File: src/rtl/regfile_wb_arbiter.sv
// Writeback arbiter: two requesters share the register file's single write port
// through per-requester FIFOs drained by a round-robin scheduler.
`timescale 1ns/1ps

module regfile_wb_fifo #(
    parameter int WIDTH = 16,
    parameter int DEPTH = 2
) (
    input  logic             clk,
    input  logic             rst,
    input  logic             push_valid,
    output logic             push_ready,
    input  logic [2:0]       push_reg,
    input  logic [WIDTH-1:0] push_data,
    input  logic             pop,
    output logic             head_valid,
    output logic [2:0]       head_reg,
    output logic [WIDTH-1:0] head_data,
    output logic [7:0]       pend_mask
);
    localparam int PW = (DEPTH > 1) ? $clog2(DEPTH) : 1;

    logic [PW-1:0]    wr_ptr_q, wr_ptr_d;
    logic [PW-1:0]    rd_ptr_q, rd_ptr_d;
    logic [PW:0]      count_q, count_d;
    logic [2:0]       reg_mem_q  [DEPTH];
    logic [2:0]       reg_mem_d  [DEPTH];
    logic [WIDTH-1:0] data_mem_q [DEPTH];
    logic [WIDTH-1:0] data_mem_d [DEPTH];
    logic             full;
    logic             push;

    // Ready comes from the registered count only, so a full FIFO refuses a
    // push even in a cycle where it is also popped.
    assign full       = (count_q == (PW+1)'(DEPTH));
    assign push_ready = !rst && !full;
    assign push       = push_valid && push_ready;
    assign head_valid = (count_q != '0);
    assign head_reg   = reg_mem_q[rd_ptr_q];
    assign head_data  = data_mem_q[rd_ptr_q];

    // NOTE: every signal written in always_comb gets a default first, so no path leaves it unassigned and infers a latch.
    always_comb begin
        wr_ptr_d   = wr_ptr_q;
        rd_ptr_d   = rd_ptr_q;
        count_d    = count_q;
        reg_mem_d  = reg_mem_q;
        data_mem_d = data_mem_q;
        if (push) begin
            reg_mem_d[wr_ptr_q]  = push_reg;
            data_mem_d[wr_ptr_q] = push_data;
            wr_ptr_d             = wr_ptr_q + PW'(1);
        end
        if (pop) begin
            rd_ptr_d = rd_ptr_q + PW'(1);
        end
        case ({push, pop})
            2'b10:   count_d = count_q + (PW+1)'(1);
            2'b01:   count_d = count_q - (PW+1)'(1);
            default: count_d = count_q;
        endcase
    end

    // A slot is live when its distance from the read pointer is below the count.
    always_comb begin
        pend_mask = '0;
        for (int i = 0; i < DEPTH; i++) begin
            if ({1'b0, PW'(PW'(i) - rd_ptr_q)} < count_q) begin
                pend_mask[reg_mem_q[i]] = 1'b1;
            end
        end
    end

    // NOTE: sequential state is updated with non-blocking assignments so every flop samples pre-edge values.
    always_ff @(posedge clk or posedge rst) begin
        if (rst) begin
            wr_ptr_q <= '0;
            rd_ptr_q <= '0;
            count_q  <= '0;
        end else begin
            wr_ptr_q <= wr_ptr_d;
            rd_ptr_q <= rd_ptr_d;
            count_q  <= count_d;
        end
    end

    // NOTE: storage is not reset; the count alone decides which slots are meaningful.
    always_ff @(posedge clk) begin
        reg_mem_q  <= reg_mem_d;
        data_mem_q <= data_mem_d;
    end
endmodule

module regfile_wb_arbiter #(
    parameter int WIDTH = 16,
    parameter int DEPTH = 2
) (
    input  logic             clk,
    input  logic             rst,
    input  logic             req0_valid,
    output logic             req0_ready,
    input  logic [2:0]       req0_reg,
    input  logic [WIDTH-1:0] req0_data,
    input  logic             req1_valid,
    output logic             req1_ready,
    input  logic [2:0]       req1_reg,
    input  logic [WIDTH-1:0] req1_data,
    output logic             write,
    output logic [2:0]       wreg,
    output logic [WIDTH-1:0] wd,
    output logic [7:0]       pending
);
    logic             head0_valid, head1_valid;
    logic [2:0]       head0_reg, head1_reg;
    logic [WIDTH-1:0] head0_data, head1_data;
    logic [7:0]       pend0, pend1;
    logic             pop0, pop1;
    logic             grant_valid, grant_sel;

    logic             write_q, write_d;
    logic [2:0]       wreg_q, wreg_d;
    logic [WIDTH-1:0] wd_q, wd_d;
    logic             rr_q, rr_d;

    regfile_wb_fifo #(.WIDTH(WIDTH), .DEPTH(DEPTH)) u_fifo0 (
        .clk        (clk),
        .rst        (rst),
        .push_valid (req0_valid),
        .push_ready (req0_ready),
        .push_reg   (req0_reg),
        .push_data  (req0_data),
        .pop        (pop0),
        .head_valid (head0_valid),
        .head_reg   (head0_reg),
        .head_data  (head0_data),
        .pend_mask  (pend0)
    );

    regfile_wb_fifo #(.WIDTH(WIDTH), .DEPTH(DEPTH)) u_fifo1 (
        .clk        (clk),
        .rst        (rst),
        .push_valid (req1_valid),
        .push_ready (req1_ready),
        .push_reg   (req1_reg),
        .push_data  (req1_data),
        .pop        (pop1),
        .head_valid (head1_valid),
        .head_reg   (head1_reg),
        .head_data  (head1_data),
        .pend_mask  (pend1)
    );

    // rr_q names the favoured requester when both heads compete; any grant
    // hands priority to the other side.
    always_comb begin
        grant_valid = head0_valid || head1_valid;
        grant_sel   = (head0_valid && head1_valid) ? rr_q : head1_valid;
        pop0        = grant_valid && !grant_sel;
        pop1        = grant_valid && grant_sel;
        write_d     = grant_valid;
        wreg_d      = wreg_q;
        wd_d        = wd_q;
        rr_d        = rr_q;
        if (grant_valid) begin
            wreg_d = grant_sel ? head1_reg  : head0_reg;
            wd_d   = grant_sel ? head1_data : head0_data;
            rr_d   = !grant_sel;
        end
    end

    always_ff @(posedge clk or posedge rst) begin
        if (rst) begin
            write_q <= 1'b0;
            wreg_q  <= '0;
            wd_q    <= '0;
            rr_q    <= 1'b0;
        end else begin
            write_q <= write_d;
            wreg_q  <= wreg_d;
            wd_q    <= wd_d;
            rr_q    <= rr_d;
        end
    end

    assign write = write_q;
    assign wreg  = wreg_q;
    assign wd    = wd_q;

    always_comb begin
        pending = pend0 | pend1;
        if (write_q) begin
            pending[wreg_q] = 1'b1;
        end
    end
endmodule
File: config.mk
export PLATFORM = sky130hd
export DESIGN_NAME = regfile_wb_arbiter
export DESIGN_NICKNAME = d
export VERILOG_FILES = /design/src/rtl/regfile_wb_arbiter.sv
export SDC_FILE = /design/constraint.sdc
export NUM_CORES = 1
export LEC_CHECK = 0
export CAP_MARGIN = 20
export CELL_PAD_IN_SITES_DETAIL_PLACEMENT = 1
export CELL_PAD_IN_SITES_GLOBAL_PLACEMENT = 1
export CORE_UTILIZATION = 48
export DETAILED_ROUTE_END_ITERATION = 16
export PLACE_DENSITY = 0.93
export SLEW_MARGIN = 15
export SYNTH_ARGS = -nofsm -noshare
export SYNTH_HDL_FRONTEND = slang
export SYNTH_SLANG_ARGS = --single-unit
File: constraint.sdc
create_clock -name clk -period 4.35 [get_ports clk]
set_input_delay 0.6525 -clock clk [delete_from_list [all_inputs] [get_ports clk]]
set_output_delay 0.6525 -clock clk [all_outputs]
set_load 0.01 [all_outputs]
==> qor.csv <==
stage;metric;value;unit
placed_design;dpl hpwl;8.08;mm
hold_path;HP Class;flip-flop to flip-flop;
layout;final-stage net count;431;
run_status;status;completed;
sta;Final min period;3.02;ns
worst_setup_path;worst path required time;3.70;ns
drt;1st-iter DRT viols;164;
clock_tree;TritonCTS Sinks;105;
yosys;Synth async-reset ratio;27.6;%
clock_tree;setup repair bufs after CTS;0;
yosys;Synth area leader;edfxtp_1;
drt;met1 WL;4.56;mm
layout;layout cells sized above 1;13.0;%
floorplan;row count;35;
power_and_ir_drop;Clock power frac;15.6;%
clock_tree;H-tree depth;3;
worst_setup_path;CP max stage cell;dfrtp_1;
layout;fill count;911;
worst_setup_path;critical path capture point type;primary output;
floorplan;starting density of the core;49.9;%
power_and_ir_drop;pwr/cell area;673;nW/um^2
yosys;post-synthesis simple-gate area fraction;9.72;%
yosys;syn nets;365;
yosys;complex-gate fraction of the synthesized area;10.9;%
drt;DR vias;3037;
yosys;part of the Yosys area used for sequential elements;64.9;%
drt;routed wl met3;344;um
worst_setup_path;worst path cell trace;nor2b_1 > o2111ai_1 > nand4_1 > clkdlybuf4s50_1;
global_routing;global-route wire length before repair;17.7;mm
power_and_ir_drop;sw power;1.43;mW
floorplan;die span in y;100;um
worst_setup_path;crit-path max FO;9;
drt;vias per inst;5.83;
flow_run;MaxCap Viol Count;0;
drt;routed wire length;11.3;mm
layout;most common library cell in the layout ignoring fill and taps;edfxtp_1;
sta;Final Hold Fails;0;
clock_tree;# hold bufs at CTS;0;
power_and_ir_drop;LEAKAGE;1.98;nW
drt;top layer in use;met4;
yosys;Post-Synth XOR/XNOR Area;1.89;%
sta;unrepaired setup endpoints after global routing;no;
yosys;Synth Instances;321;
placed_design;Final GP Congestion;0.901;
clock_tree;CTS max path bufs;2;
yosys;Netlist cell types;44;
layout;commonest non-fill, non-tap cells in the layout;edfxtp_1 (76), clkdlybuf4s50_1 (71), dfrtp_1 (29), nor2_1 (25);
drt;DR DRC count;0;
clock_tree;clk slew on worst S/H paths;0.11;ns
floorplan;num ports;72;
power_and_ir_drop;internal power;2.36;mW
worst_setup_path;largest stage delay on the critical path;0.61;ns
worst_setup_path;critical path arrival;2.37;ns
drt;first-pass detailed-route iteration total;4;
sta;final slew viol count;0;
power_and_ir_drop;total power;3.78;mW
yosys;Mapped Area;4640;um^2
global_routing;largest net degree at the start of global routing;33;
clock_tree;CTS root buf;clkbuf_8;
placed_design;I/O Buffers;71;
sta;total negative slack;0;ns
floorplan;die area;10100;um^2
drt;Post-DRT Antenna Nets;0;
clock_tree;Clock Latency Late Sink;0.37;ns
yosys;Yosys warning total;0;
sta;Worst slew margin;33.6;%
power_and_ir_drop;VDD IR-drop max;300;uV
global_routing;initial antenna violation count;0;
floorplan;DIE WIDTH;100;um
yosys;multiplexer share of the synthesized area;8.23;%
power_and_ir_drop;Reg power frac;41.8;%
sta;Final setup viols;0;
yosys;main combinational cell family by area after synthesis;compound AO/OA/AOI/OAI gates;
clock_tree;CTS Buf Count;9;
yosys;top cells by area, synth;edfxtp_1 (49%), dfrtp_1 (16%), mux2_2 (4.1%);
power_and_ir_drop;combinational share of power;42.6;%
drt;met2 WL post-DR;6.20;mm
sta;Max Freq;331;MHz
layout;# diodes;0;
yosys;share of the synthesized area in the top cell type;49.2;%
global_routing;vias in the first global route;3273;
sta;Worst Max-Slew Pin Slew;0.996;ns
yosys;Synth Register Bits;105;
global_routing;grt ovf;0;
sta;Clock Skew;0.00977;ns
layout;Area Growth Syn to Fin;21.3;%
global_routing;gr usage total;24.2;%
clock_tree;number of gates resized after CTS;0;
clock_tree;CTS tree;yes;
drt;DR WL/cell;21.8;um
worst_setup_path;crit path kind;flip-flop to primary output;
yosys;Mapped Avg Cell Area;14.4;um^2
yosys;ys flop type;edfxtp_1;
power_and_ir_drop;Sw Share;37.7;%
floorplan;area of the core;9280;um^2
sta;fin crit share;69.5;%
worst_setup_path;CP Launch Type;flip-flop;
yosys;post-synthesis adder-cell area fraction;0.540;%
yosys;EDFF count, synth;76;
[metrics by stage]
stage | util, % | hold WS (ns) | cells | worst slack, ns | instance area, um^2
2_1_floorplan | - | 0.460 | 321 | 1.43 | 4640
3_3_place_gp | 58.3 | 0.478 | 504 | 1.41 | 5410
3_5_place_dp | 58.3 | 0.489 | 504 | 1.32 | 5410
4_1_cts | 60.4 | 0.511 | 520 | 0.910 | 5610
5_1_grt | 60.6 | 0.533 | 521 | 1.14 | 5620
6_report | 60.6 | 0.506 | 521 | 1.33 | 5620
[sequential cells by signal (all words and copies together) (netlist names)]
| register | cells |
|---|---|
| u_fifo0.reg_mem_q | 6 |
| u_fifo1.data_mem_q | 32 |
| u_fifo0.wr_ptr_q | 1 |
| u_fifo1.rd_ptr_q | 1 |
| u_fifo0.count_q | 2 |
| write | 1 |
| wreg | 3 |
| u_fifo0.data_mem_q | 32 |
| rr_q | 1 |
| wd | 16 |
| u_fifo1.reg_mem_q | 6 |
| u_fifo1.wr_ptr_q | 1 |
| u_fifo1.count_q | 2 |
| u_fifo0.rd_ptr_q | 1 |
[power by group through the flow]
stage / Sequential (mW) / Clock, mW / Combinational (mW)
final: 1.58 / 0.590 / 1.61
after global routing: 1.61 / 0.631 / 1.75
after CTS: 1.61 / 0.596 / 1.59
after detailed placement: 1.63 / 0 / 1.57
after global placement: 1.61 / 0 / 1.49
after floorplan: 1.51 / 0 / 1.10
[per-layer routing]
| layer | up-vias | GRT usage (%) |
|---|---|---|
| met4 | 0 | 7.80 |
| met1 | 1531 | 29.2 |
| met2 | 94 | 44.2 |
| li1 | 1398 | - |
| met5 | - | 0 |
| met3 | 14 | 3.69 |
[critical path, delay by kind of cell, from the launching register on]
kind                   cells  cell delay, ns
and+or+nand+nor            2            0.65
DFF                        1            0.61
buffers and inverters      1            0.54
AOI/OAI and AO/OA          1            0.21
[layout make-up]
type                    instances  area [um^2]  area share, %
clock buffers                  10          138           2.45
clock inverters                 6         58.8           1.05
inverters                      12         45.0          0.801
multi-input cells             182         1450           25.8
flip-flops and latches        105         3010           53.5
well taps                     129          161           2.87
repair buffers                 77          763           13.6
[cell usage after synthesis (all sizes together), types with 4 or more instances]
cell      n
dfrtp    29
a311oi   15
mux2     17
nor3     19
a31oi     6
a221o     4
o211ai    6
clkbuf    5
inv      12
xnor2     9
buf      17
mux2i    19
nor2b     4
edfxtp   76
nand4     9
nor2     25
o2111ai  12
[cells by family (layout without fill, tap and decap cells)]
logic type      after synthesis  after routing
xor+xnor                     10             10
mux                          36             36
flops                       105            105
buf+inv                      34            105
compound gates               55             55
fa+ha+maj                     2              2
simple gates                 79             79
[path summary, 6_finish.rpt]
kind | startpoint | endpoint | slack, ns | depth (start not counted)
setup / recovery | u_fifo1.count_q[0]$_DFFE_PP0P_ | pending[1] | 1.33 | 4
hold / removal | u_fifo0.wr_ptr_q$_DFFE_PP0N_ | u_fifo0.wr_ptr_q$_DFFE_PP0N_ | 0.51 | 1
setup reg to reg | u_fifo0.count_q[1]$_DFFE_PP0P_ | u_fifo1.count_q[1]$_DFFE_PP0P_ | 1.55 | 7
hold reg to reg | u_fifo0.wr_ptr_q$_DFFE_PP0N_ | u_fifo0.wr_ptr_q$_DFFE_PP0N_ | 0.51 | 1
max in group asynchronous | rst | wd[0]$_DFFE_PP0P_ | 3.13 | 3
min in group asynchronous | rst | u_fifo0.wr_ptr_q$_DFFE_PP0N_ | 0.55 | 2
Note: power is estimated with default switching activity, not from simulation.
